===== src/rtl/cabac_ctx_init_if.sv =====
// Bus between the CABAC context initialiser, its ROM bank, the context RAM and the slice controller.
interface cabac_ctx_init_if #(
    parameter int unsigned ADDR_W = 6,
    parameter int unsigned WORD_W = 16
);
    logic              start;
    logic [5:0]        slice_qp;
    logic              rom_en;
    logic [ADDR_W-1:0] rom_addr;
    logic [WORD_W-1:0] rom_data;
    logic              ctx_wr_en;
    logic [ADDR_W-1:0] ctx_wr_addr;
    logic [6:0]        ctx_wr_data;
    logic              busy;
    logic              done;

    // Environment side: controller, ROM bank, context RAM
    modport master (
        output start, slice_qp, rom_data,
        input  rom_en, rom_addr, ctx_wr_en, ctx_wr_addr, ctx_wr_data, busy, done
    );

    // Initialiser side
    modport slave (
        input  start, slice_qp, rom_data,
        output rom_en, rom_addr, ctx_wr_en, ctx_wr_addr, ctx_wr_data, busy, done
    );
endinterface


===== src/rtl/cabac_ctx_init.sv =====
// CABAC context initialiser: streams the context-init ROM, derives preCtxState from slice QP
// and writes {pStateIdx, valMps} into the context RAM at one context per cycle.
module cabac_ctx_init #(
    parameter int unsigned CTX_NUM = 64,
    parameter int unsigned ADDR_W  = 6,
    parameter int unsigned WORD_W  = 16
) (
    input logic             clk,
    input logic             rst,
    cabac_ctx_init_if.slave bus
);
    localparam logic [ADDR_W-1:0] LAST_ADDR = ADDR_W'(CTX_NUM - 1);
    localparam logic [5:0]        QP_MAX    = 6'd51;

    typedef enum logic [1:0] {IDLE, READ, DRAIN} state_t;

    state_t            state, state_nx;
    logic [5:0]        qpc, qpc_nx;
    logic              rom_en, rom_en_nx;
    logic [ADDR_W-1:0] rom_addr, rom_addr_nx;
    logic              busy, busy_nx;
    logic              done, done_nx;

    logic              v1;
    logic [ADDR_W-1:0] a1;
    logic              wr_en;
    logic [ADDR_W-1:0] wr_addr;
    logic [6:0]        wr_data;

    logic [WORD_W-1:0]  word_c;
    logic [7:0]         m_c, n_c;
    logic [14:0]        prod_c;
    logic signed [14:0] prod_s_c, sum_c;
    logic [6:0]         pre_c;
    logic               mps_c;
    logic [5:0]         pst_c;
    logic [6:0]         ctx_c;

    // Control FSM: next state and next values of the registered control outputs
    always_comb begin
        state_nx    = state;
        qpc_nx      = qpc;
        rom_en_nx   = 1'b0;
        rom_addr_nx = rom_addr;
        busy_nx     = busy;
        done_nx     = 1'b0;
        unique case (state)
            IDLE: begin
                if (bus.start && !done) begin
                    qpc_nx      = (bus.slice_qp > QP_MAX) ? QP_MAX : bus.slice_qp;
                    rom_en_nx   = 1'b1;
                    rom_addr_nx = '0;
                    busy_nx     = 1'b1;
                    state_nx    = READ;
                end
            end
            READ: begin
                if (rom_addr == LAST_ADDR) begin
                    state_nx = DRAIN;
                end else begin
                    rom_en_nx   = 1'b1;
                    rom_addr_nx = rom_addr + ADDR_W'(1);
                end
            end
            DRAIN: begin
                // Stage-1 empty means the final write is being presented this cycle
                if (!v1 && !rom_en) begin
                    done_nx  = 1'b1;
                    busy_nx  = 1'b0;
                    state_nx = IDLE;
                end
            end
            default: state_nx = IDLE;
        endcase
    end

    // Stage 1: decode m/n and map to {pStateIdx, valMps}; gated so idle-bus X never leaks
    always_comb begin
        word_c   = v1 ? bus.rom_data : '0;
        m_c      = word_c[15:8];
        n_c      = word_c[7:0];
        prod_c   = {{7{m_c[7]}}, m_c} * {9'd0, qpc};
        prod_s_c = $signed(prod_c);
        sum_c    = (prod_s_c >>> 4) + $signed({{7{n_c[7]}}, n_c});
        if (sum_c < 15'sd1) begin
            pre_c = 7'd1;
        end else if (sum_c > 15'sd126) begin
            pre_c = 7'd126;
        end else begin
            pre_c = sum_c[6:0];
        end
        mps_c = (pre_c > 7'd63);
        pst_c = mps_c ? 6'(pre_c - 7'd64) : 6'(7'd63 - pre_c);
        ctx_c = {pst_c, mps_c};
    end

    always_ff @(posedge clk) begin
        if (rst) begin
            state    <= IDLE;
            qpc      <= '0;
            rom_en   <= 1'b0;
            rom_addr <= '0;
            busy     <= 1'b0;
            done     <= 1'b0;
            v1       <= 1'b0;
            a1       <= '0;
            wr_en    <= 1'b0;
            wr_addr  <= '0;
            wr_data  <= '0;
        end else begin
            state    <= state_nx;
            qpc      <= qpc_nx;
            rom_en   <= rom_en_nx;
            rom_addr <= rom_addr_nx;
            busy     <= busy_nx;
            done     <= done_nx;
            v1       <= rom_en;
            a1       <= rom_addr;
            wr_en    <= v1;
            if (v1) begin
                wr_addr <= a1;
                wr_data <= ctx_c;
            end
        end
    end

    assign bus.rom_en      = rom_en;
    assign bus.rom_addr    = rom_addr;
    assign bus.ctx_wr_en   = wr_en;
    assign bus.ctx_wr_addr = wr_addr;
    assign bus.ctx_wr_data = wr_data;
    assign bus.busy        = busy;
    assign bus.done        = done;
endmodule


===== src/flat_wrapper.sv =====
// flat-port wrapper written by rule: the top's interface ports become plain ports
module cabac_ctx_init_flat 
#(
    parameter int unsigned CTX_NUM = 64,
    parameter int unsigned ADDR_W  = 6,
    parameter int unsigned WORD_W  = 16
)
  (clk, rst, bus_start, bus_slice_qp, bus_rom_data, bus_rom_en, bus_rom_addr, bus_ctx_wr_en, bus_ctx_wr_addr, bus_ctx_wr_data, bus_busy, bus_done);
  cabac_ctx_init_if #(.ADDR_W(ADDR_W), .WORD_W(WORD_W)) bus_i ();
  input logic clk;
  input logic rst;
  input wire logic [$bits(bus_i.start)-1:0] bus_start;
  input wire logic [$bits(bus_i.slice_qp)-1:0] bus_slice_qp;
  input wire logic [$bits(bus_i.rom_data)-1:0] bus_rom_data;
  output wire logic [$bits(bus_i.rom_en)-1:0] bus_rom_en;
  output wire logic [$bits(bus_i.rom_addr)-1:0] bus_rom_addr;
  output wire logic [$bits(bus_i.ctx_wr_en)-1:0] bus_ctx_wr_en;
  output wire logic [$bits(bus_i.ctx_wr_addr)-1:0] bus_ctx_wr_addr;
  output wire logic [$bits(bus_i.ctx_wr_data)-1:0] bus_ctx_wr_data;
  output wire logic [$bits(bus_i.busy)-1:0] bus_busy;
  output wire logic [$bits(bus_i.done)-1:0] bus_done;
  assign bus_i.start = bus_start;
  assign bus_i.slice_qp = bus_slice_qp;
  assign bus_i.rom_data = bus_rom_data;
  assign bus_rom_en = bus_i.rom_en;
  assign bus_rom_addr = bus_i.rom_addr;
  assign bus_ctx_wr_en = bus_i.ctx_wr_en;
  assign bus_ctx_wr_addr = bus_i.ctx_wr_addr;
  assign bus_ctx_wr_data = bus_i.ctx_wr_data;
  assign bus_busy = bus_i.busy;
  assign bus_done = bus_i.done;
  cabac_ctx_init #(.CTX_NUM(CTX_NUM), .ADDR_W(ADDR_W), .WORD_W(WORD_W)) u_core (.clk(clk), .rst(rst), .bus(bus_i));
endmodule

===== config.mk =====
export PLATFORM = sky130hd
export DESIGN_NAME = cabac_ctx_init_flat
export DESIGN_NICKNAME = d
export VERILOG_FILES = /design/src/rtl/cabac_ctx_init_if.sv /design/src/rtl/cabac_ctx_init.sv /design/src/flat_wrapper.sv
export SDC_FILE = /design/constraint.sdc
export NUM_CORES = 1
export LEC_CHECK = 0
export ABC_AREA = 1
export CAP_MARGIN = 20
export CORE_AREA = 5 5 114 83
export CTS_BUF_LIST = sky130_fd_sc_hd__clkbuf_8
export DETAILED_ROUTE_END_ITERATION = 10
export DIE_AREA = 0 0 119 88
export MAX_ROUTING_LAYER = met4
export PLACE_DENSITY = 0.79
export REMOVE_ABC_BUFFERS = 1
export SLEW_MARGIN = 40
export SYNTH_ARGS = -nofsm -noshare
export SYNTH_HDL_FRONTEND = slang
export SYNTH_SLANG_ARGS = --single-unit

===== constraint.sdc =====
create_clock -name clk -period 7.15 [get_ports clk]
set_input_delay 2.145 -clock clk [delete_from_list [all_inputs] [get_ports clk]]
set_output_delay 2.145 -clock clk [all_outputs]
set_load 0.05 [all_outputs]

# --- Word-level counts from Yosys, hierarchy flattened ---
# Index checks and enable logic that the tools add are counted.
word_totals:
  in_bits: 25
  mem_count: 0
  out_inout_bits: 23
  regBits: 38
  ramBits: 0
  elab_cells: 60
  mem_bits_ro: 0
  latch_bits: 0
classes:
  order_cmp: 4
  n_mul: 1
  mux: 19
  n_eq_ne: 7
  reduce_logical: 13
  shifts: 0
  div: 0
  n_bitwise: 1
  n_addsub: 4
ops:
  columns: ["operator", "count"]
  rows:
  - ["$mux 6", 4]
  - ["$mux 16", 1]
  - ["$gt 15x8->1 const B", 1]
  - ["$lt 15x2->1 const B", 1]
  - ["$mul 8x7->15", 1]
  - ["$mux 7", 2]
  - ["$add 11x8->12", 1]
  - ["$pmux 6 s2", 1]
  - ["$reduce_and 3->1", 3]
  - ["$gt 7x6->1 const B", 1]
  - ["$add 6x1->6 const B", 1]
  - ["$eq 6x6->1 const B", 1]
  - ["$gt 6x6->1 const B", 1]
  - ["$mux 2", 3]
  - ["$ne 2x1->1 const B", 3]
  - ["$pmux 2 s3", 1]
  - ["$sub 6x1->6 const B", 1]
  - ["$sub 6x6->6 const A", 1]
  - ["$mux 1", 5]
  - ["$pmux 1 s2", 2]
  - ["$reduce_bool 2->1", 2]
  - ["$logic_not 1->1", 3]
  - ["$eq 2x1->1 const B", 1]
  - ["$eq 2x2->1 const B", 1]
  - ["6 further kinds", 7]

# --- Depth between registers and ports, before layout ---
# Gate-level depths: netlist of the first run.
depth:
  word_depth: 8
  mapped_depth: 37
  ltp_nobuf: 35

# --- Worst setup path before layout of the first run ---
# OpenSTA, ideal clock, no wires.
synth_path:
  path_kind: "input port to flip-flop"
  start: "input bus_rom_data[15]"
  end: "register u_core.wr_data[3], in the netlist u_core.bus.ctx_wr_data[3]"
  arrival_ps: 7096
  path_stages: 30
  n_path_buf: 0
  t_required_ps: 7041
  setup_ps: 109
  path_slack_ps: -55
  cell_sequence: "nand2_1 -> nor2_1 -> inv_1 -> fa_1 -> fa_1 -> inv_1 -> fa_1 -> inv_1 -> fa_1 -> inv_1 -> ha_1 -> a21oi_1 -> o21ai_0 -> a21oi_1 -> nand2_1 -> xor2_1 -> ha_1 -> nand2_1 -> nor2_1 -> nand3_1 -> nand3_1 -> nand2_1 -> nand2_1 -> nor2_4 -> nand2_1 -> nand3_2 -> nor2_1 -> nand2_1 -> nand2_1 -> inv_1"
synth_via:
  elab_chain_len: 8
  word_cells_on_any_way: 11
synth_lines:
  columns: ["element", "line_no", "source"]
  rows:
  - ["start, declared", "flat_wrapper.sv:14", "input wire logic [$bits(bus_i.rom_data)-1:0] bus_rom_data;"]
  - ["$mux 16 (*)", "cabac_ctx_init.sv:79", "word_c = v1 ? bus.rom_data : '0;"]
  - ["$mul 8x7->15 (*)", "cabac_ctx_init.sv:82", "prod_c = {{7{m_c[7]}}, m_c} * {9'd0, qpc};"]
  - ["$add 11x8->12 (*)", "cabac_ctx_init.sv:84", "sum_c = (prod_s_c >>> 4) + $signed({{7{n_c[7]}}, n_c});"]
  - ["$gt 15x8->1", "cabac_ctx_init.sv:87", "end else if (sum_c > 15'sd126) begin"]
  - ["$mux 7", "cabac_ctx_init.sv:87", null]
  - ["$mux 7 (*)", "cabac_ctx_init.sv:85", "if (sum_c < 15'sd1) begin"]
  - ["$sub 6x6->6 (tied with other cells)", "cabac_ctx_init.sv:93", "pst_c = mps_c ? 6'(pre_c - 7'd64) : 6'(7'd63 - pre_c);"]
  - ["$mux 6 (*)", "cabac_ctx_init.sv:93", null]
  - ["end signal, assigned", "cabac_ctx_init.sv:122", "wr_data <= ctx_c;"]
  - ["end, declared", "cabac_ctx_init.sv:28", "logic [6:0] wr_data;"]
# Mark *: on every way between the ends. The rest lies on a longest branch, timed or not.
# A chain may end at the register's enable or synchronous reset.

# --- Worst setup path in the final report of the first run ---
layout_path:
  start: "input bus_rom_data[12]"
  end: "register u_core.wr_data[4], in the netlist u_core.bus.ctx_wr_data[4]"
# The elaborated chain is that of the path after synthesis.

==> results.md, run 1 <==
* Drt total wl at 13100 um
* Cell area after layout at 0.00625 mm^2
* Wire length per cell at 15.4 um
* Slowest CP cell: fa_1
* Overflow after GRT at 0
* NetSw at 0.327 mW
* Critical path type: input pin to flip-flop
* I/O pin count at 48
* CTS Sinks at 38
* Critical Path RT at 7.40 ns
* Post-DRT Antenna Nets at 0
* Die W at 119 um
* Fmax at 0.138 GHz
* Rows at 28
* Crit path largest cell delay at 0.60 ns
* Min cycle time layout at 7.25 ns
* Top post-synthesis cells by count: 130 x inv_1, 119 x nand2_1, 83 x nor2_1
* Status: complete, but fails checks
* DR pass1 iterations at 7
* Nets@finish at 845
* Worst VDD drop at 0.131 mV
* Worst hold path class: flip-flop to flip-flop
* Post-synthesis cell area at 0.00433 mm^2
* Top-area cell type share of the netlist area at 17.6%
* Synth-to-layout area growth at 44.3%
* Dpl cell area at 0.00539 mm^2
* Clock power share at 19.8%
* Crit share post-route at 101%
* Crit end category: flip-flop
* CTS tree: yes
* Layout fillers at 581
* Largest family of logic cells by synthesized area: simple AND/OR/NAND/NOR gates
* Initial Util at 52.4%
* YS warnings at 0
* # DRC at 0
* Port buffer count at 47
* Via Count at 4509
* Synth Area in Adders at 28.0%
* Biggest area consumer among synthesized cells: dfxtp_1
* Worst Skew at 0.00838 ns
* Via-to-Cell Ratio at 5.30
* Number of synthesized flops with an enable pin at 0
* Syn Area/Cell at 7.06 um^2
* Dpl cells at 825
* 1st-iter DRT viols at 275
* Post-Synthesis Cells at 613
* Part of the power in registers at 30.4%
* Fin cells at 850
* Main synth FF type: dfxtp_1
* Die Span Y at 88 um
* RSZ-0062 raised after global routing: true
* Clock buffer depth at 2
* Clk_lat worst skew at 0.29 ns
* Critical path fanouts, max at 4
* Clock transition at path regs at 0.08 ns
* Initial antenna violation count at 0
* Comb power frac at 49.9%
* Num CTS Buffers at 5
* Full die area at 0.0105 mm^2
* Synth cell types at 43
* Post-synthesis sequential area ratio at 17.6%
* HPWL Detailed at 9160 um
* Top post-synthesis cells by area: dfxtp_1 18%, fa_1 16%, ha_1 12%
* Post-synthesis compound-gate area fraction at 8.70%
* Count of state elements after synthesis at 38
* Net Sw Frac at 41.3%
* Setup Viol. Count Final at 7
* Internal at 0.464 mW
* H-tree levels at 2
* Multiplexer area fraction after synthesis at 0%
* PD cells at 127 mW/mm^2
* Slew Limit Fails at 0
* Post-route setup slack at -0.0972 ns
* Share of cells above drive strength 1 at 34.1%
* FFs w/ async S/R, synth at 0%
* Worst Tran Pin Value at 0.763 ns
* Gpl congestion at 0.956
* Data arrival, critical path at 7.49 ns
* Vias in the first global route at 4392
* XOR/XNOR Fraction of Synth Area at 3.21%
* Global Route Usage Sum at 23.9%
* # diodes at 0
* Largest net degree at the start of global routing at 21
* CP dominant cell by count: nand2_2
* Endpoints failing hold at 0
* Power Total at 0.791 mW
* Setup crit start kind: input pin
* First-pass GRT wire length at 19900 um
* Core region area at 0.00827 mm^2
* Failing checks: negative setup slack
* Worst relative slew slack at 48.9%
* Clock root buffer: clkbuf_8
* LEAKAGE at 3.20 nW
* Most frequent cell after synthesis: inv_1
* Maximum Capacitance Violations at 0
* Simple-gate area share of the yosys netlist at 29.7%
## stage by stage
step	hold WS, ns	utilization, %	TNS [ns]	setup slack, ns
6_report	0.452	75.5	-0.486	-0.0972
5_1_grt	0.469	75.5	-1.96	-0.339
4_1_cts	0.448	71.1	0	0.0202
3_5_place_dp	0.428	65.2	-4.81	-0.750
3_3_place_gp	0.424	65.2	-3.44	-0.521
2_1_floorplan	0.420	-	-0.527	-0.130
## power by group through the flow
stage               Clock, mW  Sequential [mW]  Combinational [mW]
floorplan                   0            0.274               0.173
global placement            0            0.243               0.309
detailed placement          0            0.244               0.319
CTS                     0.158            0.239               0.352
global route            0.165            0.242               0.426
finish                  0.156            0.240               0.394
## final timing paths
| path | cells past startpoint | start | slack (ns) | to |
|---|---|---|---|---|
| setup reg to reg | 36 | u_core.v1 | 1.10 | u_core.bus.ctx_wr_data[4] |
| hold / removal | 1 | u_core.a1[4] | 0.45 | u_core.bus.ctx_wr_addr[4] |
| hold reg to reg | 1 | u_core.a1[4] | 0.45 | u_core.bus.ctx_wr_addr[4] |
| setup / recovery | 36 | bus_rom_data[12] | -0.1 | u_core.bus.ctx_wr_data[4] |
## state kept, by name, summed over array words and instances (netlist names)
signal,flops
u_core.bus.ctx_wr_en,1
u_core.a1,6
u_core.bus.rom_en,1
u_core.bus.busy,1
u_core.bus.ctx_wr_addr,6
u_core.bus.done,1
u_core.state,2
u_core.bus.ctx_wr_data,7
u_core.bus.rom_addr,6
u_core.qpc,6
u_core.v1,1
## kinds of logic after synthesis
family | count (synthesis)
and+or+nand+nor | 283
buffers and inverters | 144
adders and majority gates | 76
AOI/OAI and AO/OA | 57
DFF | 38
xor gates and xnor gates | 15
## repair_timing
action                                  in CTS  in global routing
buffers inserted                             4                 13
endpoints found under the hold margin        0                  0
hold buffers                                 0                  0
endpoints found under the setup margin       7                  7
resized for setup                           95                 87
pin swaps                                   62                 71
## cell usage in the layout, fill, tap and decap left out, drive strengths merged
cell,instances
buf,84
fa,35
o22ai,2
nor2,87
clkinv,4
xnor2,7
dlymetal6s2s,3
nand2,138
clkbuf,10
a22o,6
clkdlybuf4s50,39
dfxtp,38
o21ai,14
o221ai,1
a21o,1
nand4,6
o211ai,1
a32o,1
ha,41
a21oi,23
a221oi,3
nor3,8
o211a,1
a22oi,1
nand3,39
nand3b,2
o21bai,1
a211oi,1
xor2,8
nor3b,1
nor4,2
inv,135
clkinvlp,1
a311oi,1
## routing by layer
| metal | GRT usage, % | wire, um |
|---|---|---|
| met1 | 28.7 | 5460 |
| met2 | 42.2 | 6780 |
| met3 | 3.49 | 566 |
| met4 | 6.62 | 277 |
| met5 | - | 0 |
## worst max-delay path, delay by kind of cell
family	cells	cell delay, ns
AOI/OAI and AO/OA	3	0.42
adders and majority gates	6	2.67
buffers and inverters	5	0.28
and+or+nand+nor	22	1.95
## final cells by class
cell class	count	area, um^2	share of cell area [%]
Clock buffer	6	82.6	1.32
Clock inverter	2	12.5	0.200
Inverter	138	526	8.41
Multi-Input combinational cell	431	3600	57.6
Sequential cell	38	761	12.2
Tap cell	105	131	2.10
Timing Repair Buffer	130	1140	18.2
Power figures use the tool's default switching activity.
==> inputs of run 2 (changes only) <==
CORE_AREA = 5 5 109 80   (was 5 5 114 83)
DIE_AREA = 0 0 114 85   (was 0 0 119 88)
PLACE_DENSITY = 0.82   (was 0.79)
clock period = 6.98 ns   (was 7.15 ns; I/O delays follow)
==> results.md, run 2 (same netlist as run 1, synthesis figures left out) <==
* Core region area at 0.00760 mm^2 (was 0.00827 mm^2)
* RSZ-0062 raised after global routing: true (unchanged)
* Wire length per cell at 15.7 um (was 15.4 um)
* Endpoints failing hold at 0 (unchanged)
* Die W at 114 um (was 119 um)
* # diodes at 0 (unchanged)
* Clock transition at path regs at 0.08 ns (about the same)
* Post-DRT Antenna Nets at 0 (unchanged)
* Hold Path End: u_core.bus.ctx_wr_addr[0] (was u_core.bus.ctx_wr_addr[4])
* Initial antenna violation count at 0 (unchanged)
* Largest net degree at the start of global routing at 21 (unchanged)
* Cell count of the worst reg-to-reg path at 35 (was 36)
* H-tree levels at 2 (unchanged)
* Layout fillers at 483 (was 581)
* Crit share post-route at 102%
* Gpl congestion at 0.924 (was 0.956)
* CP dominant cell by count: nand2_2 (unchanged)
* Die Span Y at 85 um (was 88 um)
* Cell area after layout at 0.00612 mm^2 (was 0.00625 mm^2)
* Num CTS Buffers at 5 (unchanged)
* Worst Tran Pin Value at 0.760 ns (was 0.763 ns)
* Critical path fanouts, max at 4 (unchanged)
* Full die area at 0.00969 mm^2 (was 0.0105 mm^2)
* 1st-iter DRT viols at 273 (was 275)
* Critical path type: input pin to flip-flop (unchanged)
* Worst path bufs/invs at 3 (was 5)
* # DRC at 0 (unchanged)
* Dpl cell area at 0.00540 mm^2 (was 0.00539 mm^2)
* Reg-to-reg critical path startpoint: u_core.v1 (unchanged)
* Worst Skew at 0.00454 ns (was 0.00838 ns)
* Clock root buffer: clkbuf_8 (unchanged)
* Port buffer count at 47 (unchanged)
* Worst hold path class: flip-flop to flip-flop (unchanged)
* Status: complete, but fails checks (unchanged)
* Initial Util at 57.0% (was 52.4%)
* Drt total wl at 13100 um (about the same)
* Fin cells at 838 (was 850)
* First-pass GRT wire length at 20700 um (was 19900 um)
* Startpoint of the worst hold path: u_core.a1[0] (was u_core.a1[4])
* CTS tree: yes (unchanged)
* Clock buffer depth at 2 (unchanged)
* CTS Sinks at 38 (unchanged)
* Fmax at 0.141 GHz
* Vias in the first global route at 4714 (was 4392)
* Crit path largest cell delay at 0.61 ns (was 0.60 ns)
* Maximum Capacitance Violations at 0 (unchanged)
* Min-Delay Path Depth at 1 (unchanged)
* Min cycle time layout at 7.11 ns
* Synth-to-layout area growth at 41.4% (was 44.3%)
* FF-to-FF End: u_core.bus.ctx_wr_data[1] (was u_core.bus.ctx_wr_data[4])
* Setup Viol. Count Final at 7 (unchanged)
* LEAKAGE at 3.10 nW (was 3.20 nW)
* Global Route Usage Sum at 26.4% (was 23.9%)
* Failing checks: negative setup slack (unchanged)
* Clk_lat worst skew at 0.30 ns (was 0.29 ns)
* Slew Limit Fails at 0 (unchanged)
* Post-route setup slack at -0.129 ns (was -0.0972 ns)
* Share of cells above drive strength 1 at 32.6% (was 34.1%)
* DR pass1 iterations at 5 (was 7)
* Rows at 27 (was 28)
* Hold_ws at 0.444 ns (was 0.452 ns)
* Via-to-Cell Ratio at 5.44 (was 5.30)
* Max FFs per register at 7 (unchanged)
* Leading cell type in the layout, fill and taps excluded: inv_1 (unchanged)
* Worst relative slew slack at 49.2% (was 48.9%)
* Slowest CP cell: fa_1 (unchanged)
* Commonest non-fill, non-tap cells in the layout: 111 x inv_1, 84 x nand2_1, 72 x buf_4, 63 x nor2_1, 40 x nand2_2 (was 112 x inv_1, 80 x nand2_1, 71 x buf_4, 66 x nor2_1, 45 x nand2_2)
* Overflow after GRT at 0 (unchanged)
* I/O pin count at 48 (unchanged)
* HPWL Detailed at 9340 um (was 9160 um)
* Setup_tns at -0.435 ns (was -0.486 ns)
* PD cells at 133 mW/mm^2 (was 127 mW/mm^2)
* Util after Layout at 80.5% (was 75.5%)
* Critical Path RT at 7.17 ns (was 7.40 ns)
* Via Count at 4558 (was 4509)
* Setup crit start kind: input pin (unchanged)
* Dpl cells at 822 (was 825)
* Nets@finish at 837 (was 845)
* Crit end category: flip-flop (unchanged)
* Worst VDD drop at 0.141 mV (was 0.131 mV)
* Reg2reg setup slack at 0.90 ns (was 1.10 ns)
* Crit path max-delay family: adder cells (unchanged)
* Data arrival, critical path at 7.30 ns (was 7.49 ns)
==> run 2: changes by cell type in the layout (fill, tap and decap cells not counted), moves of 4 or more <==
cell      before  now
nand2_1       80   84
clkbuf_2       4    0
nand2_2       45   40
buf_6         12    6
nor2_2        11   15
==> run 2: how the worst max path moves through the flow <==
stage / to / slack, ns / startpoint / cells past startpoint
3_3_place_gp: u_core.bus.ctx_wr_data[3] / -0.61 / bus_rom_data[12] / 34
6_report: u_core.bus.ctx_wr_data[1] / -0.13 / bus_rom_data[11] / 35
5_1_grt: u_core.bus.ctx_wr_data[1] / -0.31 / bus_rom_data[11] / 34
2_1_floorplan: u_core.bus.ctx_wr_data[3] / -0.25 / bus_rom_data[15] / 30
4_1_cts: u_core.bus.ctx_wr_data[1] / 0.003 / bus_rom_data[15] / 31
3_5_place_dp: u_core.bus.ctx_wr_data[3] / -0.88 / bus_rom_data[15] / 30
==> run 2: per-stage QoR <==
stage	setup slack [ns]	total power, mW
global placement	-0.614	0.565
floorplan	-0.249	0.458
detailed placement	-0.876	0.579
CTS	0.00266	0.765
finish	-0.129	0.813
global route	-0.311	0.853
==> run 2: what timing repair did <==
item                                    in CTS  in global routing
hold endpoints to repair                     0                  0
hold buffers                                 0                  0
cloned                                       0                  0
resized for setup                           91                 77
endpoints found under the setup margin       7                  7
setup buffers                                6                  2
pin swaps                                   60                 51
==> run 2: metal layers <==
metal / global-route usage (%) / vias up / wire length, um
met1: 31.3 / 2187 / 5390
met5: - / - / 0
met3: 3.42 / 41 / 625
li1: - / 2159 / -
met4: 5.72 / 0 / 335
met2: 48.0 / 171 / 6770
==> run 2: final cells by class <==
type | count | area [um^2] | area share (%)
Multi-Input combinational cell | 431 | 3570 | 58.4
Timing Repair Buffer | 122 | 1050 | 17.1
Sequential cell | 38 | 761 | 12.4
Inverter | 138 | 518 | 8.46
Tap cell | 101 | 126 | 2.06
Clock buffer | 6 | 82.6 | 1.35
Clock inverter | 2 | 12.5 | 0.204
==> run 2: where the power goes <==
group,leakage [nW],internal [mW],switching [mW]
clock,0.0472,0.0795,0.0847
sequential,0.310,0.233,0.0146
combinational,2.74,0.158,0.243
==> inputs of run 3 (changes only) <==
CORE_AREA = 5 5 105 77   (was 5 5 109 80)
DIE_AREA = 0 0 110 82   (was 0 0 114 85)
PLACE_DENSITY = 0.95   (was 0.82)
clock period = 8.4 ns   (was 6.98 ns; I/O delays follow)
==> results.md, run 3 (same netlist as run 1, synthesis figures left out) <==
* Via Count at 4240 (was 4558)
* Crit path largest cell delay at 0.56 ns (was 0.61 ns)
* Gpl congestion at 0.975 (was 0.924)
* PD cells at 128 mW/mm^2 (was 133 mW/mm^2)
* Clk_lat worst skew at 0.29 ns (was 0.30 ns)
* Data arrival, critical path at 8.36 ns (was 7.30 ns)
* Crit path max-delay family: adder cells (unchanged)
* Clock buffer depth at 2 (unchanged)
* # DRC at 0 (unchanged)
* LEAKAGE at 2.70 nW (was 3.10 nW)
* H-tree levels at 2 (unchanged)
* Setup Viol. Count Final at 0 (was 7)
* Core region area at 0.00706 mm^2 (was 0.00760 mm^2)
* Slowest CP cell: fa_1 (unchanged)
* Via-to-Cell Ratio at 5.53 (was 5.44)
* Wire length per cell at 15.2 um (was 15.7 um)
* Reg-to-reg critical path startpoint: u_core.v1 (unchanged)
* Global Route Usage Sum at 27.3% (was 26.4%)
* # diodes at 0 (unchanged)
* Crit end category: flip-flop (unchanged)
* Synth-to-layout area growth at 19.0% (was 41.4%)
* Clock transition at path regs at 0.08 ns (about the same)
* Worst hold path class: flip-flop to flip-flop (unchanged)
* Rows at 26 (was 27)
* Setup crit start kind: input pin (unchanged)
* Initial antenna violation count at 0 (unchanged)
* Min cycle time layout at 8.14 ns
* CTS tree: yes (unchanged)
* Critical path fanouts, max at 4 (unchanged)
* Crit share post-route at 96.9%
* Worst Skew at 0.00769 ns (was 0.00454 ns)
* Cell count of the worst reg-to-reg path at 26 (was 35)
* Worst VDD drop at 0.102 mV (was 0.141 mV)
* First-pass GRT wire length at 19000 um (was 20700 um)
* Nets@finish at 769 (was 837)
* Endpoints failing hold at 0 (unchanged)
* Maximum Capacitance Violations at 0 (unchanged)
* Commonest non-fill, non-tap cells in the layout: 130 x inv_1, 117 x nand2_1, 81 x nor2_1, 47 x clkdlybuf4s50_1, 38 x dfxtp_1 (was 111 x inv_1, 84 x nand2_1, 72 x buf_4, 63 x nor2_1, 40 x nand2_2)
* Setup_tns at 0 ns (was -0.435 ns)
* Post-DRT Antenna Nets at 0 (unchanged)
* CP dominant cell by count: inv_1 (was nand2_2)
* CP Capture Point: u_core.bus.ctx_wr_data[2] (was u_core.bus.ctx_wr_data[1])
* Port buffer count at 47 (unchanged)
* Critical Path Start: bus_rom_data[15] (was bus_rom_data[11])
* Largest net degree at the start of global routing at 21 (unchanged)
* Status: finished, final reports clean (was complete, but fails checks)
* Fmax at 0.123 GHz
* Worst Tran Pin Value at 0.786 ns (was 0.760 ns)
* FF-to-FF End: u_core.bus.ctx_wr_data[2] (was u_core.bus.ctx_wr_data[1])
* Num CTS Buffers at 5 (unchanged)
* Reg2reg setup slack at 2.11 ns (was 0.90 ns)
* Drt total wl at 11600 um (was 13100 um)
* Slew Limit Fails at 0 (unchanged)
* Full die area at 0.00902 mm^2 (was 0.00969 mm^2)
* HPWL Detailed at 9170 um (was 9340 um)
* 1st-iter DRT viols at 318 (was 273)
* Max FFs per register at 7 (unchanged)
* Critical path type: input pin to flip-flop (unchanged)
* Die Span Y at 82 um (was 85 um)
* Initial Util at 61.3% (was 57.0%)
* Clock root buffer: clkbuf_8 (unchanged)
* Instance count on the critical path at 29 (was 35)
* Critical Path RT at 8.62 ns (was 7.17 ns)
* Die W at 110 um (was 114 um)
* Layout fillers at 550 (was 483)
* Overflow after GRT at 0 (unchanged)
* Min-Delay Path Depth at 1 (unchanged)
* Worst path bufs/invs at 7 (was 3)
* Power Total at 0.658 mW (was 0.813 mW)
* I/O pin count at 48 (unchanged)
* DR pass1 iterations at 7 (was 5)
* Worst relative slew slack at 47.4% (was 49.2%)
* Leading cell type in the layout, fill and taps excluded: inv_1 (unchanged)
* CTS Sinks at 38 (unchanged)
* Vias in the first global route at 4261 (was 4714)
* CTS Hold Bufs at 0 (unchanged)
* Share of cells above drive strength 1 at 10.3% (was 32.6%)
-- run 3: cell count changes in the layout (fill, tap and decap cells not counted), moves of 7 or more --
cell / change
inv_1: +19
ha_4: -12
nand2_2: -22
buf_4: -65
inv_2: -19
nor2_2: -12
clkdlybuf4s50_1: +8
nor2_1: +18
ha_1: +9
nand2_1: +33
a21oi_1: +7
nand2_4: -11
-- run 3: worst min path at each step --
stage                     slack (ns)         start                   endpoint
after floorplan                 0.42  u_core.a1[0]  u_core.bus.ctx_wr_addr[0]
after global placement          0.42  u_core.a1[5]  u_core.bus.ctx_wr_addr[5]
after detailed placement        0.43  u_core.a1[0]  u_core.bus.ctx_wr_addr[0]
after CTS                       0.45  u_core.a1[0]  u_core.bus.ctx_wr_addr[0]
after global routing            0.47  u_core.a1[4]  u_core.bus.ctx_wr_addr[4]
final                           0.45  u_core.a1[0]  u_core.bus.ctx_wr_addr[0]
-- run 3: timing repair --
item / 4_1_cts / 5_1_grt
resized for setup: 0 / 17
buffers inserted: 0 / 1
endpoints found under the setup margin: 0 / 7
endpoints found under the hold margin: 0 / 0
-- run 3: worst register-to-register path, cell delays in order, from the launching register on --
cell,delay [ns]
dfxtp_1,0.48
buf_4,0.36
nand2_1,0.24
inv_1,0.13
nand2_1,0.07
fa_1,0.47
inv_1,0.05
fa_1,0.46
fa_1,0.57
fa_1,0.43
ha_1,0.38
a21oi_1,0.25
o21ai_0,0.19
a311oi_2,0.23
nand2_1,0.12
xor2_2,0.17
ha_1,0.33
nand2_1,0.09
nor2_1,0.14
nand3_1,0.13
nand4_1,0.18
nand3_1,0.15
nor2_1,0.14
nand3_1,0.14
nor2_1,0.14
nor2_1,0.07
a21oi_2,0.13
-- run 3: final cells by class --
class / instances / area (um^2) / share of cell area [%]
clock inverter: 2 / 60.1 / 1.17
timing repair buffer: 54 / 523 / 10.2
inverter: 138 / 518 / 10.1
tap: 98 / 123 / 2.38
clock buffer: 6 / 82.6 / 1.60
multi-input combinational: 431 / 3090 / 59.9
sequential: 38 / 761 / 14.8
-- run 3: metal layers --
layer / GRT usage (%) / part of all wire, % / vias to the layer above
li1: - / - / 2003
met2: 48.1 / 50 / 213
met1: 32.0 / 40 / 1975
met5: - / 0 / -
met3: 3.85 / 6.1 / 49
met4: 9.59 / 3.3 / 0
-- run 3: stage by stage --
step | hold WS, ns | util [%] | setup slack [ns] | area [um^2] | cells
global placement | 0.423 | 69.9 | 0.200 | 4930 | 758
floorplan | 0.420 | - | 0.745 | 4300 | 607
CTS | 0.445 | 71.9 | 0.157 | 5080 | 766
global route | 0.471 | 73.0 | -0.0500 | 5150 | 767
detailed placement | 0.433 | 69.9 | -0.0677 | 4930 | 758
finish | 0.449 | 73.0 | 0.264 | 5150 | 767
-- run 3: power by group --
group          total (mW)  internal, mW  leakage [nW]  switching (mW)
combinational       0.259        0.0885          2.32           0.171
sequential          0.204         0.193         0.310          0.0103
clock               0.195         0.127        0.0714          0.0683
